`config.mk`:
```
export PLATFORM = sky130hd
export DESIGN_NAME = pipeline_hazard_controller
export DESIGN_NICKNAME = d
export VERILOG_FILES = /design/src/rtl/pipeline_hazard_controller.sv
export SDC_FILE = /design/constraint.sdc
export NUM_CORES = 1
export LEC_CHECK = 0
export BUFFER_PORTS_ARGS = -buffer_cell sky130_fd_sc_hd__clkbuf_2
export CORE_ASPECT_RATIO = 0.75
export CORE_MARGIN = 2
export CORE_UTILIZATION = 35
export CTS_BUF_LIST = sky130_fd_sc_hd__clkbuf_8
export CTS_CLUSTER_DIAMETER = 40
export CTS_CLUSTER_SIZE = 10
export DETAILED_ROUTE_END_ITERATION = 7
export GPL_ROUTABILITY_DRIVEN = 0
export MAX_ROUTING_LAYER = met4
export PLACE_DENSITY_LB_ADDON = 0.12
export SYNTH_ARGS = -nofsm -noshare
export SYNTH_HDL_FRONTEND = slang
export SYNTH_SLANG_ARGS = --single-unit
```
`constraint.sdc`:
```
create_clock -name Clk -period 3.8 [get_ports Clk]
set_input_delay 0.38 -clock Clk [delete_from_list [all_inputs] [get_ports Clk]]
set_output_delay 0.38 -clock Clk [all_outputs]
set_load 0.05 [all_outputs]
```
`src/rtl/pipeline_hazard_controller.sv`:
```
// Pipeline hazard controller: memory-wait freeze, taken-branch flush, load-use bubble.
// Latency: control outputs are combinational from state + inputs; state updates on Clk rise.
// Backpressure: an outstanding data access freezes every stage; timeout halts until reset.
// Optional feature macro: HAZARD_PERF_CNT_EN (stall / flush performance counters).
module pipeline_hazard_controller #(
  parameter logic [7:0] MEM_TIMEOUT = 8'd255
) (
  input  logic        Clk,
  input  logic        Reset_n,
  input  logic [4:0]  Rs_ID,
  input  logic [4:0]  Rt_ID,
  input  logic        Uses_Rt_ID,
  input  logic        MemRead_EX,
  input  logic [4:0]  Write_Register_EX,
  input  logic        Branch_MEM,
  input  logic        Zero_MEM,
  input  logic        MemRead_MEM,
  input  logic        MemWrite_MEM,
  input  logic        Mem_Ack,
  output logic        Mem_Req,
  output logic        PCWrite,
  output logic        IF_ID_Write,
  output logic        ID_EX_Write,
  output logic        EX_MEM_Write,
  output logic        IF_ID_Flush,
  output logic        ID_EX_Flush,
  output logic        EX_MEM_Flush,
  output logic        PCSrc,
  output logic        Mem_Err,
  output logic [31:0] Stall_Cycles,
  output logic [31:0] Flush_Count
);

  typedef enum logic [1:0] {
    ST_RUN      = 2'd0,
    ST_MEM_WAIT = 2'd1,
    ST_HALT     = 2'd2
  } state_t;

  state_t     r_state;
  logic [7:0] r_wait_cnt;
  logic       r_mem_err;

  logic w_mem_req;
  logic w_freeze;
  logic w_branch_taken;
  logic w_load_use;

  // An access is requested whenever MEM holds a load/store, except once halted.
  assign w_mem_req      = (MemRead_MEM | MemWrite_MEM) & (r_state != ST_HALT);
  // Ack without a request is meaningless, so only an unacknowledged request freezes.
  assign w_freeze       = w_mem_req & ~Mem_Ack;
  assign w_branch_taken = Branch_MEM & Zero_MEM;
  // Register 0 is hardwired, so a load targeting it never creates a dependency.
  assign w_load_use     = MemRead_EX & (Write_Register_EX != 5'd0) &
                          ((Write_Register_EX == Rs_ID) |
                           (Uses_Rt_ID & (Write_Register_EX == Rt_ID)));

  // Control decode, priority: reset > halt/freeze > taken branch > load-use > advance.
  // Outputs stay combinational because the ack must release the freeze in the same cycle.
  always_comb begin
    PCWrite      = 1'b0;
    IF_ID_Write  = 1'b0;
    ID_EX_Write  = 1'b0;
    EX_MEM_Write = 1'b0;
    IF_ID_Flush  = 1'b0;
    ID_EX_Flush  = 1'b0;
    EX_MEM_Flush = 1'b0;
    PCSrc        = 1'b0;
    if (!Reset_n) begin
      IF_ID_Flush  = 1'b1;
      ID_EX_Flush  = 1'b1;
      EX_MEM_Flush = 1'b1;
    end else if ((r_state == ST_HALT) || w_freeze) begin
      PCWrite = 1'b0;
    end else if (w_branch_taken) begin
      PCWrite      = 1'b1;
      IF_ID_Write  = 1'b1;
      ID_EX_Write  = 1'b1;
      EX_MEM_Write = 1'b1;
      IF_ID_Flush  = 1'b1;
      ID_EX_Flush  = 1'b1;
      EX_MEM_Flush = 1'b1;
      PCSrc        = 1'b1;
    end else if (w_load_use) begin
      // Hold PC and IF/ID, let the load move on, and bubble ID/EX exactly once.
      ID_EX_Write  = 1'b1;
      EX_MEM_Write = 1'b1;
      ID_EX_Flush  = 1'b1;
    end else begin
      PCWrite      = 1'b1;
      IF_ID_Write  = 1'b1;
      ID_EX_Write  = 1'b1;
      EX_MEM_Write = 1'b1;
    end
  end

  assign Mem_Req = Reset_n & w_mem_req;
  assign Mem_Err = r_mem_err;

  // Memory-wait FSM: counts unacknowledged cycles and halts after MEM_TIMEOUT of them.
  always_ff @(posedge Clk or negedge Reset_n) begin
    if (!Reset_n) begin
      r_state    <= ST_RUN;
      r_wait_cnt <= 8'd0;
      r_mem_err  <= 1'b0;
    end else begin
      case (r_state)
        ST_RUN: begin
          if (w_freeze) begin
            r_state    <= ST_MEM_WAIT;
            r_wait_cnt <= 8'd1;
          end
        end
        ST_MEM_WAIT: begin
          if (w_freeze) begin
            if (r_wait_cnt == MEM_TIMEOUT) begin
              r_state   <= ST_HALT;
              r_mem_err <= 1'b1;
            end else begin
              r_wait_cnt <= r_wait_cnt + 8'd1;
            end
          end else begin
            r_state    <= ST_RUN;
            r_wait_cnt <= 8'd0;
          end
        end
        ST_HALT: begin
          r_mem_err <= 1'b1;
        end
        default: begin
          r_state    <= ST_RUN;
          r_wait_cnt <= 8'd0;
        end
      endcase
    end
  end

`ifdef HAZARD_PERF_CNT_EN
  logic [31:0] r_stall_cycles;
  logic [31:0] r_flush_count;

  // Saturating performance counters: PC-hold cycles (not while halted) and redirects.
  always_ff @(posedge Clk or negedge Reset_n) begin
    if (!Reset_n) begin
      r_stall_cycles <= 32'd0;
      r_flush_count  <= 32'd0;
    end else begin
      if ((r_state != ST_HALT) && !PCWrite && (r_stall_cycles != 32'hFFFF_FFFF))
        r_stall_cycles <= r_stall_cycles + 32'd1;
      if (PCSrc && (r_flush_count != 32'hFFFF_FFFF))
        r_flush_count <= r_flush_count + 32'd1;
    end
  end

  assign Stall_Cycles = r_stall_cycles;
  assign Flush_Count  = r_flush_count;
`else
  assign Stall_Cycles = 32'd0;
  assign Flush_Count  = 32'd0;
`endif

endmodule
```
Word-level counts from Yosys, hierarchy flattened. Cells that the tools add are included.

Input bits: 24. Word-level logic and storage cells: 58. Flip-flop bits (word level): 11.

Mux-type cells: 25. Equal/unequal tests: 11. Reduce and logical (&&, ||, !) cells: 7. Bitwise operators: 11. Add/subtract/negate cells: 1.

Operators by type and width (number): $mux 8 (3); $pmux 8 s3 (1); $mux 1 (16); $eq 5x5->1 (2); $reduce_and 3->1 (3); $add 8x1->8 const B (1); $eq 8x8->1 const B (1); $ne 2x2->1 const B (4); $and 1x1->1 (7); $mux 2 (3); $ne 3x3->1 const B (2); $pmux 2 s3 (1); $reduce_bool 5->1 (1); $eq 2x1->1 const B (1); $eq 2x2->1 const B (1); $logic_not 2->1 (1); $not 1->1 (2); $or 1x1->1 (2); $pmux 1 s2 (1); $reduce_bool 2->1 (1); $logic_or 1x1->1 (1).

Logic depth before layout (Yosys ltp). Gate-level depths: netlist (run 1).

Depth in word-level cells: 8. Mapped depth: 7. Gate-level depth less buffers: 6.

Worst setup path after synthesis (run 1). Ideal clock, no wire load.

Kind: register to output. Start point: register r_state[0]. End point: output port ID_EX_Flush. Cell stages (with the launch flop): 6. Data arrival time: 2.529 ns. Required time: 3.420 ns. Path slack: 0.891 ns. Cells stage by stage: dfrtp_1 clkbuf_1 nand2b_1 o21ai_0 o21ai_0 a21o_1.

Longest elaborated chain between the ends: 6. Elaborated cells between the ends (all ways): 7. Those cells by class: eq/ne: 2; mux: 2; bitwise: 2; reduce/logical: 1.

RTL lines: from (decl) (line 40) `state_t r_state;`; from (signal assigned) (line 104) `r_state <= ST_RUN;`; from (signal assigned) (line 111) `r_state <= ST_MEM_WAIT;`; from (signal assigned) (line 118) `r_state <= ST_HALT;`; $ne 2x2->1 (line 50) `assign w_mem_req = (MemRead_MEM | MemWrite_MEM) & (r_state != ST_HALT);`; $and 1x1->1 (line 50); $and 1x1->1 (line 52) `assign w_freeze = w_mem_req & ~Mem_Ack;`; $logic_or 1x1->1 * (line 74) `end else if ((r_state == ST_HALT) || w_freeze) begin`; $mux 1 * (line 74); $mux 1 * (line 70) `if (!Reset_n) begin`; to (decl) (line 26) `output logic ID_EX_Flush,`.

Mark *: on every way between the ends. The rest lies on a longest branch, timed or not.

Final worst setup path (run 1). Same ends and word-level chain as after synthesis.

==> results of run 1 <==
## worst max-delay path: cells and delay by family (launching register included)
family	cells	cell delay (ns)
AO/OA/AOI/OAI	3	0.57
buffers and inverters	1	0.27
flip-flops	1	0.55
AND/OR/NAND/NOR	1	0.22
## flip-flops by register name, summed over array words and instances, names as in the netlist
name,count
Mem_Err,1
r_state,2
r_wait_cnt,8
## metal layers
layer / routed length (µm) / global-route usage [%]
met4: 0 / 1.59
met1: 997 / 13.2
met3: 186 / 3.80
met5: 0 / -
met2: 962 / 16.8
## cell families after synthesis
| kind of cell | share of synthesized area [%] |
|---|---|
| adders and majority gates | 1.00 |
| and+or+nand+nor | 14.4 |
| DFF | 22.1 |
| buffers and inverters | 41.9 |
| xor gates and xnor gates | 9.15 |
| other | 0.301 |
| AOI/OAI and AO/OA | 11.2 |
## worst min-delay path by stage
stage	end	depth (start not counted)	slack [ns]
floorplan	Mem_Err$_DFFE_PN0P_	0	0.08
global placement	r_wait_cnt[3]$_DFFE_PN0P_	1	0.30
detailed placement	r_wait_cnt[3]$_DFFE_PN0P_	1	0.30
CTS	r_wait_cnt[3]$_DFFE_PN0P_	1	0.04
global route	r_wait_cnt[7]$_DFFE_PN0P_	1	0.05
finish	r_wait_cnt[3]$_DFFE_PN0P_	1	0.03
## stage by stage
stage               hold WS, ns  utilization, %
finish                   0.0319            36.8
global placement          0.301            35.5
floorplan                0.0844               -
CTS                      0.0408            36.8
global route             0.0505            36.8
detailed placement        0.303            35.5
## placed cells by master, fill, tap and decap left out, drive strengths merged, types with 2 or more instances in the layout
cell     n
nor2     7
nand2b   2
inv      4
and3     2
o21ai    8
nand4    2
dfrtp   11
clkbuf  36
xnor2    5
nand2   11
nor3     2
or3      2
o22ai    3
a21oi    6
xor2     8
conb    64
nand3    4
a31oi    2
## layout make-up
class / count / area (µm²)
timing repair buffer: 33 / 165
fill: 349 / 2120
clock inverter: 1 / 5.00
multi-input combinational: 137 / 684
sequential: 11 / 275
clock buffer: 3 / 41.3
inverter: 4 / 15.0
tap: 40 / 50.0
## power groups by stage
| stage | registers, mW | clock network, mW | logic (mW) |
|---|---|---|---|
| 3_5_place_dp | 0.119 | 0 | 0.175 |
| 3_3_place_gp | 0.119 | 0 | 0.175 |
| 6_report | 0.117 | 0.119 | 0.176 |
| 5_1_grt | 0.117 | 0.131 | 0.184 |
| 4_1_cts | 0.117 | 0.123 | 0.175 |
| 2_1_floorplan | 0.119 | 0 | 0.207 |
==> parameters.txt, run 1 <==
Parameter                              Value

Drt
  Wire length per cell ... 9.37 µm
  Count of vias placed by the detailed router ... 933
  Mean number of vias per cell ... 4.07
  Total detailed-routing wirelength ... 2.15 mm
  Final antenna-violating net count ... 0
  Iteration-0 DRC count of the detailed router ... 16
  First drt pass iteration count ... 4
  Number of DRC violations after detailed routing ... 0

Finish
  Count of nets after finishing ... 215
  Area grow syn2layout ... -0.703%
  Area of all placed cells without fillers ... 1240 µm²
  Final Instance Count excl. Fillers ... 229
  Share of final-layout standard cells stronger than drive strength 1 ... 20.6%
  Count of inserted antenna diode cells ... 0

Setup path
  Category of the worst setup path capture point ... primary output
  Path type of the worst setup path ... reg -> out
  Worst R2R End ... r_wait_cnt[7]$_DFFE_PN0P_
  Ordered cell list for the critical path ... nand2b_1 -> o21ai_0 -> o21ai_0 -> a21o_1 -> clkbuf_2
  Critical path origin ... r_state[0]$_DFFE_PN0P_
  Delay of the slowest cell on the worst path ... 0.55 ns
  Depth of the most critical reg-to-reg path ... 4
  Launch point of the worst reg-to-reg path ... r_state[0]$_DFFE_PN0P_
  Data arrival at the endpoint of the critical path ... 1.86 ns
  Crit path max fanout ... 12
  Critical path startpoint category ... register
  Setup slack, reg-to-reg ... 2.10 ns
  Cell type with the highest occurrence count on the critical path ... o21ai_0
  Data required time at the worst endpoint ... 3.42 ns
  Cell with the biggest individual delay on the critical path ... dfrtp_1
  Critical path destination ... ID_EX_Flush

CTS
  CTS H-tree lvls ... 1
  Clk sinks ... 11
  Post-cts repair resize count ... 0
  Clock-pin transition on the worst setup and hold timing paths ... 0.06 ns
  Number of buffers inserted during clock tree synthesis ... 3
  Clock network latency to the later pin of the worst-skew pair ... 0.24 ns
  Clock tree root driver cell ... clkbuf_8
  Count of hold-fix buffers inserted at cts ... 0
  Postcts setup bufs ... 0
  Deepest clock path buffer count ... 2
  CTS tree ... yes

Timing
  Clock period minus worst slack ... 2.24 ns
  Crit path setup slack, layout ... 1.56 ns
  Final Max Tran Viols ... 0
  Highest achievable clock rate ... 446 MHz
  Final-layout setup total negative slack ... 0 ns
  Period Utilization, post-route ... 59.0%
  Hold Fails Final Rpt ... 0
  Final count of negative-setup-slack endpoints ... 0
  RSZ-0062 raised after global routing ... no
  Layout Skew ... 0.00648 ns

Pwr
  Clock network fraction of total power ... 28.9%
  Worst voltage drop across the vdd grid ... 0.183 mV
  LEAKAGE ... 0.688 nW
  Switching power summed over all nets ... 0.206 mW
  Fraction of power consumed by combinational cells ... 42.7%
  Post-route total power ... 0.413 mW
  Switching part of the total power ... 50.0%
  Power density over the cells ... 334 nW/µm²
  Sequential share of power ... 28.4%
  Internal Power ... 0.206 mW

Global route
  Number of global-route vias before repair ... 750
  First-pass GRT wire length ... 3.31 mm
  Residual overflow from global routing ... 0
  Overall global routing resource usage ... 10.6%
  Maximum number of pins on one net before global-route repair ... 15
  Number of antenna violations at the first check in global routing ... 0

Synth
  Most instantiated flip-flop cell in the synthesis netlist ... dfrtp_1
  Library cell occupying the most area in the post-synthesis netlist ... buf_4
  Register bit count reported by yosys ... 11
  Yosys warning count ... 0
  Largest cells by area after synthesis ... buf_4 40%, dfrtp_1 22%, xor2_1 5.6%, xnor2_1 3.5%, nand2_1 3.3%
  Async set-or-reset flop fraction in the synthesized netlist ... 100%
  Post-synthesis cell type count ... 29
  Area fraction of the dominant cell type after synthesis ... 40.4%
  Number of flops mapped to enable cells by yosys ... 0
  Most numerous cell in the Yosys netlist ... buf_4
  Synthesized cell area ... 1240 µm²
  Synthesized area divided by synthesized cell count ... 7.93 µm²
  Post-synth top cells ... 67 x buf_4, 11 x dfrtp_1, 11 x nand2_1, 8 x o21ai_0, 8 x xor2_1
  Gate count after technology mapping ... 157
  Portion of the post-synthesis area used by sequential elements ... 22.1%

Floorplan
  # rows ... 18
  Overall die width ... 72.9 µm
  Total Die Area ... 4050 µm²
  Core ar. ... 3360 µm²
  Starting Density ... 37.1%
  I/O pin count ... 98
  Floorplan die height ... 55.7 µm

Run status
  Run status ... finished clean

Placed design
  DPL Wire Length ... 1.81 mm
  Placed cells ... 225
  Number of port buffers ... 33
  Worst slack, placed ... 1.69 ns
  Post-place instance area ... 1190 µm²

Flow run
  Maximum capacitance violations ... 0

Min path
  Hold/Removal Path Class ... in -> async
Note: power is estimated with default switching activity, not from simulation.
==> inputs of run 2 (changes only) <==
==> constraint.sdc (replaced) <==
create_clock -name Clk -period 2.3 [get_ports Clk]
set_input_delay 0.23 -clock Clk [delete_from_list [all_inputs] [get_ports Clk]]
set_output_delay 0.23 -clock Clk [all_outputs]
set_load 0.05 [all_outputs]
==> run 2 against run 1 <==
Effect of this change:
- sequential share of layout area fell by 0.35 points
- register-to-register slack got worse by 1.5 ns
- via count is 0.86% lower
- total power rose by 64%
- clock power rose by 57%
- count of clock-buffer cells in the layout did not move
- critical endpoint unchanged
- global-route usage rose by 0.62 points
- routed wire length increased by 2.1%
==> parameters.txt, run 2 (synthesis results as in run 1) <==
Parameter                              Value

Run status
  Run status ... finished clean

Placed design
  Number of port buffers ... 33
  Placed cells ... 226
  Post-place instance area ... 1200 µm²
  DPL Wire Length ... 1.84 mm

CTS
  Deepest clock path buffer count ... 2
  Count of hold-fix buffers inserted at cts ... 1
  Clock network latency to the later pin of the worst-skew pair ... 0.24 ns
  Post-cts repair resize count ... 0
  CTS H-tree lvls ... 1
  Clock-pin transition on the worst setup and hold timing paths ... 0.05 ns
  Postcts setup bufs ... 0
  CTS tree ... yes
  Clk sinks ... 11
  Number of buffers inserted during clock tree synthesis ... 3
  Clock tree root driver cell ... clkbuf_8

Drt
  Number of DRC violations after detailed routing ... 0
  Final antenna-violating net count ... 0
  Count of vias placed by the detailed router ... 925
  Iteration-0 DRC count of the detailed router ... 14
  Total detailed-routing wirelength ... 2.19 mm
  First drt pass iteration count ... 4
  Wire length per cell ... 9.49 µm
  Mean number of vias per cell ... 4.00

Finish
  Area of all placed cells without fillers ... 1260 µm²
  Most frequent cells in the layout ... 64 x conb_1, 33 x clkbuf_2, 11 x dfrtp_1, 11 x nand2_1, 8 x xor2_1
  Top register by number of flip-flops ... r_wait_cnt
  Leading cell type in the layout, fill and taps excluded ... conb_1
  Flip-flop and latch area ... 275 µm²
  Count of inserted antenna diode cells ... 0
  Area grow syn2layout ... 0.904%
  Final Instance Count excl. Fillers ... 231
  Share of final-layout standard cells stronger than drive strength 1 ... 20.9%
  Count of filler cells inserted in the layout ... 361
  Largest register FFs ... 8
  Area occupied by multi-input gates ... 688 µm²
  Count of nets after finishing ... 217

Setup path
  Critical path startpoint category ... register
  Data arrival at the endpoint of the critical path ... 1.75 ns
  Count of buffering cells on the critical path with inverters included ... 1
  Delay of the slowest cell on the worst path ... 0.57 ns
  Top Family by Delay on Critical Path ... flip-flops
  Crit path max fanout ... 12
  Category of the worst setup path capture point ... primary output
  Cell with the biggest individual delay on the critical path ... dfrtp_1
  Ordered cell list for the critical path ... nand2b_1 -> o21ai_0 -> o21ai_1 -> a21o_1 -> clkbuf_2
  Data required time at the worst endpoint ... 2.07 ns
  Path type of the worst setup path ... reg -> out

Floorplan
  Total Die Area ... 4050 µm²
  Overall die width ... 72.9 µm
  # rows ... 18
  Core ar. ... 3360 µm²
  Starting Density ... 37.1%
  Floorplan die height ... 55.7 µm
  I/O pin count ... 98

Pwr
  Switching part of the total power ... 49.5%
  Switching power summed over all nets ... 0.334 mW
  Worst voltage drop across the vdd grid ... 0.202 mV
  Fraction of power consumed by combinational cells ... 43.6%
  Power density over the cells ... 537 nW/µm²
  Internal Power ... 0.341 mW
  Post-route total power ... 0.675 mW
  Sequential share of power ... 28.7%
  Clock network fraction of total power ... 27.7%
  LEAKAGE ... 0.697 nW

Timing
  RSZ-0062 raised after global routing ... no
  Period Utilization, post-route ... 86.1%
  Layout Skew ... 0.00527 ns
  Final-layout setup total negative slack ... 0 ns
  Final count of negative-setup-slack endpoints ... 0
  Highest achievable clock rate ... 505 MHz
  Worst hold slack ... 0.341 ns
  Hold Fails Final Rpt ... 0
  Clock period minus worst slack ... 1.98 ns
  Final Max Tran Viols ... 0

Global route
  Number of antenna violations at the first check in global routing ... 0
  Overall global routing resource usage ... 11.2%
  Maximum number of pins on one net before global-route repair ... 13
  Residual overflow from global routing ... 0
  Number of global-route vias before repair ... 764
  First-pass GRT wire length ... 3.40 mm

Min path
  Hold/Removal Path Class ... in -> async

Flow run
  Maximum capacitance violations ... 0
run 2: routing by layer:
metal | global-route usage [%] | part of all wire [%] | vias up
li1 | - | - | 457
met4 | 3.70 | 1.6 | 0
met3 | 3.44 | 8.5 | 6
met2 | 16.9 | 45 | 62
met5 | - | 0 | -
met1 | 14.2 | 45 | 400
run 2: stage by stage:
| stage | utilization, % | setup WS (ns) |
|---|---|---|
| 3_3_place_gp | 35.8 | 0.415 |
| 3_5_place_dp | 35.8 | 0.415 |
| 4_1_cts | 37.4 | 0.305 |
| 6_report | 37.4 | 0.319 |
| 2_1_floorplan | - | -0.0384 |
| 5_1_grt | 37.4 | 0.186 |
run 2: final timing paths:
check	cells after the start	from	endpoint	slack [ns]
max in group asynchronous	3	Reset_n	Mem_Err$_DFFE_PN0P_	1.60
min in group Clk	4	Mem_Ack	r_wait_cnt[6]$_DFFE_PN0P_	0.41
max reg2reg	4	r_state[0]$_DFFE_PN0P_	r_wait_cnt[7]$_DFFE_PN0P_	0.56
max	5	r_state[0]$_DFFE_PN0P_	ID_EX_Flush	0.32
min	2	Reset_n	r_state[1]$_DFFE_PN0P_	0.34
min reg2reg	1	Mem_Err$_DFFE_PN0P_	Mem_Err$_DFFE_PN0P_	0.46
run 2: worst register-to-register path: cells and delay by family, from the launching register on:
kind             cells  cell delay, ns
flip-flops           1            0.51
AO/OA/AOI/OAI        2            0.57
AND/OR/NAND/NOR      2            0.58
run 2: area by class of cell:
cell class | count | share of cell area, %
clock buffer | 3 | 3.29
clock inverter | 1 | 0.299
inverter | 4 | 1.20
multi-input combinational | 137 | 54.8
sequential | 11 | 21.9
tap | 40 | 3.98
timing repair buffer | 35 | 14.5
run 2: power by group through the flow:
stage	Sequential, mW	Combinational, mW	Clock, mW
final	0.194	0.294	0.187
after global routing	0.194	0.307	0.208
after CTS	0.194	0.293	0.195
after detailed placement	0.197	0.291	0
after global placement	0.197	0.291	0
after floorplan	0.197	0.343	0
==> inputs of run 3 (changes only) <==
--- a/config.mk
+++ b/config.mk
@@ -9,12 +9,11 @@
 export CORE_ASPECT_RATIO = 0.75
 export CORE_MARGIN = 2
 export CORE_UTILIZATION = 35
-export CTS_BUF_LIST = sky130_fd_sc_hd__clkbuf_8
+export CTS_BUF_LIST = sky130_fd_sc_hd__clkbuf_16
 export CTS_CLUSTER_DIAMETER = 40
 export CTS_CLUSTER_SIZE = 10
 export DETAILED_ROUTE_END_ITERATION = 7
 export GPL_ROUTABILITY_DRIVEN = 0
-export MAX_ROUTING_LAYER = met4
 export PLACE_DENSITY_LB_ADDON = 0.12
 export SYNTH_ARGS = -nofsm -noshare
 export SYNTH_HDL_FRONTEND = slang
==> run 3 against run 2 <==
Effect of this change:
- clock skew down 0.0023 ns
- total power up 19%
- fmax is 0.51% higher
- routed wire length down 0.27%
- highest routed layer unchanged
- design area up 2.7%
- largest cell class unchanged
- cell count is the same
- first-iteration DRC count increased by 57%
- register-to-register slack about the same
- combinational power barely moved
- critical path depth did not move
- non-clock buffer count unchanged
- count of clock-buffer cells in the layout unchanged
==> parameters.txt, run 3 (synthesis results as in run 1) <==
Parameter                              Value

Run status
  Run status ... finished clean

CTS
  Count of hold-fix buffers inserted at cts ... 1
  CTS H-tree lvls ... 1
  CTS tree ... yes
  Number of buffers inserted during clock tree synthesis ... 3
  Clk sinks ... 11
  Clock-pin transition on the worst setup and hold timing paths ... 0.04 ns
  Clock network latency to the later pin of the worst-skew pair ... 0.24 ns
  Postcts setup bufs ... 0
  Clock tree root driver cell ... clkbuf_16
  Deepest clock path buffer count ... 2
  Post-cts repair resize count ... 0

Finish
  Most frequent cells in the layout ... 64 x conb_1, 33 x clkbuf_2, 11 x dfrtp_1, 11 x nand2_1, 8 x xor2_1
  Share of final-layout standard cells stronger than drive strength 1 ... 20.9%
  Largest register FFs ... 8
  Final Instance Count excl. Fillers ... 231
  Top register by number of flip-flops ... r_wait_cnt
  Count of filler cells inserted in the layout ... 355
  Area grow syn2layout ... 3.62%
  Leading cell type in the layout, fill and taps excluded ... conb_1
  Count of inserted antenna diode cells ... 0
  Count of nets after finishing ... 217

Timing
  Final Max Tran Viols ... 0
  Clock period minus worst slack ... 1.97 ns
  Period Utilization, post-route ... 85.7%
  Highest achievable clock rate ... 507 MHz
  Layout Skew ... 0.00292 ns
  Final count of negative-setup-slack endpoints ... 0
  RSZ-0062 raised after global routing ... no
  Hold Fails Final Rpt ... 0
  Final-layout setup total negative slack ... 0 ns

Floorplan
  I/O pin count ... 98
  Floorplan die height ... 55.7 µm
  Core ar. ... 3360 µm²
  # rows ... 18
  Total Die Area ... 4050 µm²
  Starting Density ... 37.1%
  Overall die width ... 72.9 µm

Drt
  Iteration-0 DRC count of the detailed router ... 22
  Mean number of vias per cell ... 4.05
  Final antenna-violating net count ... 0
  Number of DRC violations after detailed routing ... 0
  Wire length per cell ... 9.46 µm
  First drt pass iteration count ... 4
  Count of vias placed by the detailed router ... 936
  Total detailed-routing wirelength ... 2.19 mm

Placed design
  Placed cells ... 226
  DPL Wire Length ... 1.84 mm
  Number of port buffers ... 33

Setup path
  Delay of the slowest cell on the worst path ... 0.56 ns
  Ordered cell list for the critical path ... nand2b_1 -> o21ai_0 -> o21ai_1 -> a21o_1 -> clkbuf_2
  Data required time at the worst endpoint ... 2.07 ns
  Data arrival at the endpoint of the critical path ... 1.74 ns
  Category of the worst setup path capture point ... primary output
  Path type of the worst setup path ... reg -> out
  Critical path startpoint category ... register
  Cell with the biggest individual delay on the critical path ... dfrtp_1
  Crit path max fanout ... 12

Pwr
  Switching power summed over all nets ... 0.349 mW
  Power density over the cells ... 621 nW/µm²
  Clock network fraction of total power ... 39.0%
  Worst voltage drop across the vdd grid ... 0.296 mV
  Internal Power ... 0.452 mW
  Post-route total power ... 0.801 mW
  Fraction of power consumed by combinational cells ... 36.7%
  Sequential share of power ... 24.2%
  LEAKAGE ... 0.713 nW
  Switching part of the total power ... 43.6%

Min path
  Hold/Removal Path Class ... in -> async

Global route
  Maximum number of pins on one net before global-route repair ... 13
  Overall global routing resource usage ... 10.6%
  First-pass GRT wire length ... 3.32 mm
  Residual overflow from global routing ... 0
  Number of antenna violations at the first check in global routing ... 0
  Number of global-route vias before repair ... 751

Flow run
  Maximum capacitance violations ... 0
[run 3: metrics by stage]
| step | util, % | setup WS [ns] | hold slack [ns] | instance area, µm² |
|---|---|---|---|---|
| after floorplan | - | -0.0384 | -0.0656 | 1490 |
| after global placement | 35.8 | 0.415 | 0.0584 | 1200 |
| final | 38.4 | 0.329 | 0.341 | 1290 |
| after detailed placement | 35.8 | 0.415 | 0.0577 | 1200 |
| after CTS | 38.4 | 0.308 | 0.339 | 1290 |
| after global routing | 38.4 | 0.200 | 0.353 | 1290 |
[run 3: final cells by class]
cell class | instances | area (µm²) | area share (%)
Inverter | 4 | 15.0 | 1.16
Tap cell | 40 | 50.0 | 3.88
Clock buffer | 3 | 75.1 | 5.82
Sequential cell | 11 | 275 | 21.3
Timing Repair Buffer | 35 | 183 | 14.2
Multi-Input combinational cell | 137 | 688 | 53.3
Clock inverter | 1 | 3.75 | 0.291
[run 3: critical path: cells and delay by family (launching register included)]
family	cells	cell delay, ns
DFF	1	0.56
AOI/OAI and AO/OA	3	0.48
buffers and inverters	1	0.27
and+or+nand+nor	1	0.20
[run 3: final timing paths]
path	from	to	slack, ns	cells after the start
max	r_state[0]$_DFFE_PN0P_	ID_EX_Flush	0.33	5
min	Reset_n	r_state[1]$_DFFE_PN0P_	0.34	2
max reg2reg	r_state[0]$_DFFE_PN0P_	r_wait_cnt[7]$_DFFE_PN0P_	0.57	4
min reg2reg	Mem_Err$_DFFE_PN0P_	Mem_Err$_DFFE_PN0P_	0.46	1
max in group asynchronous	Reset_n	Mem_Err$_DFFE_PN0P_	1.60	3
min in group Clk	Mem_Ack	r_wait_cnt[6]$_DFFE_PN0P_	0.41	4
[run 3: power by group through the flow]
stage | clock, mW | combinational, mW | sequential [mW]
floorplan | 0 | 0.343 | 0.197
global placement | 0 | 0.291 | 0.197
global route | 0.333 | 0.307 | 0.194
detailed placement | 0 | 0.291 | 0.197
finish | 0.313 | 0.294 | 0.194
CTS | 0.326 | 0.293 | 0.194
[run 3: layer usage]
layer  vias to the layer above  GRT usage, %  part of all wire (%)
met4                         0          5.03                   1.9
li1                        457             -                     -
met5                         -             0                     0
met2                        63          15.3                    44
met3                         7          3.44                   9.1
met1                       409          14.3                    45
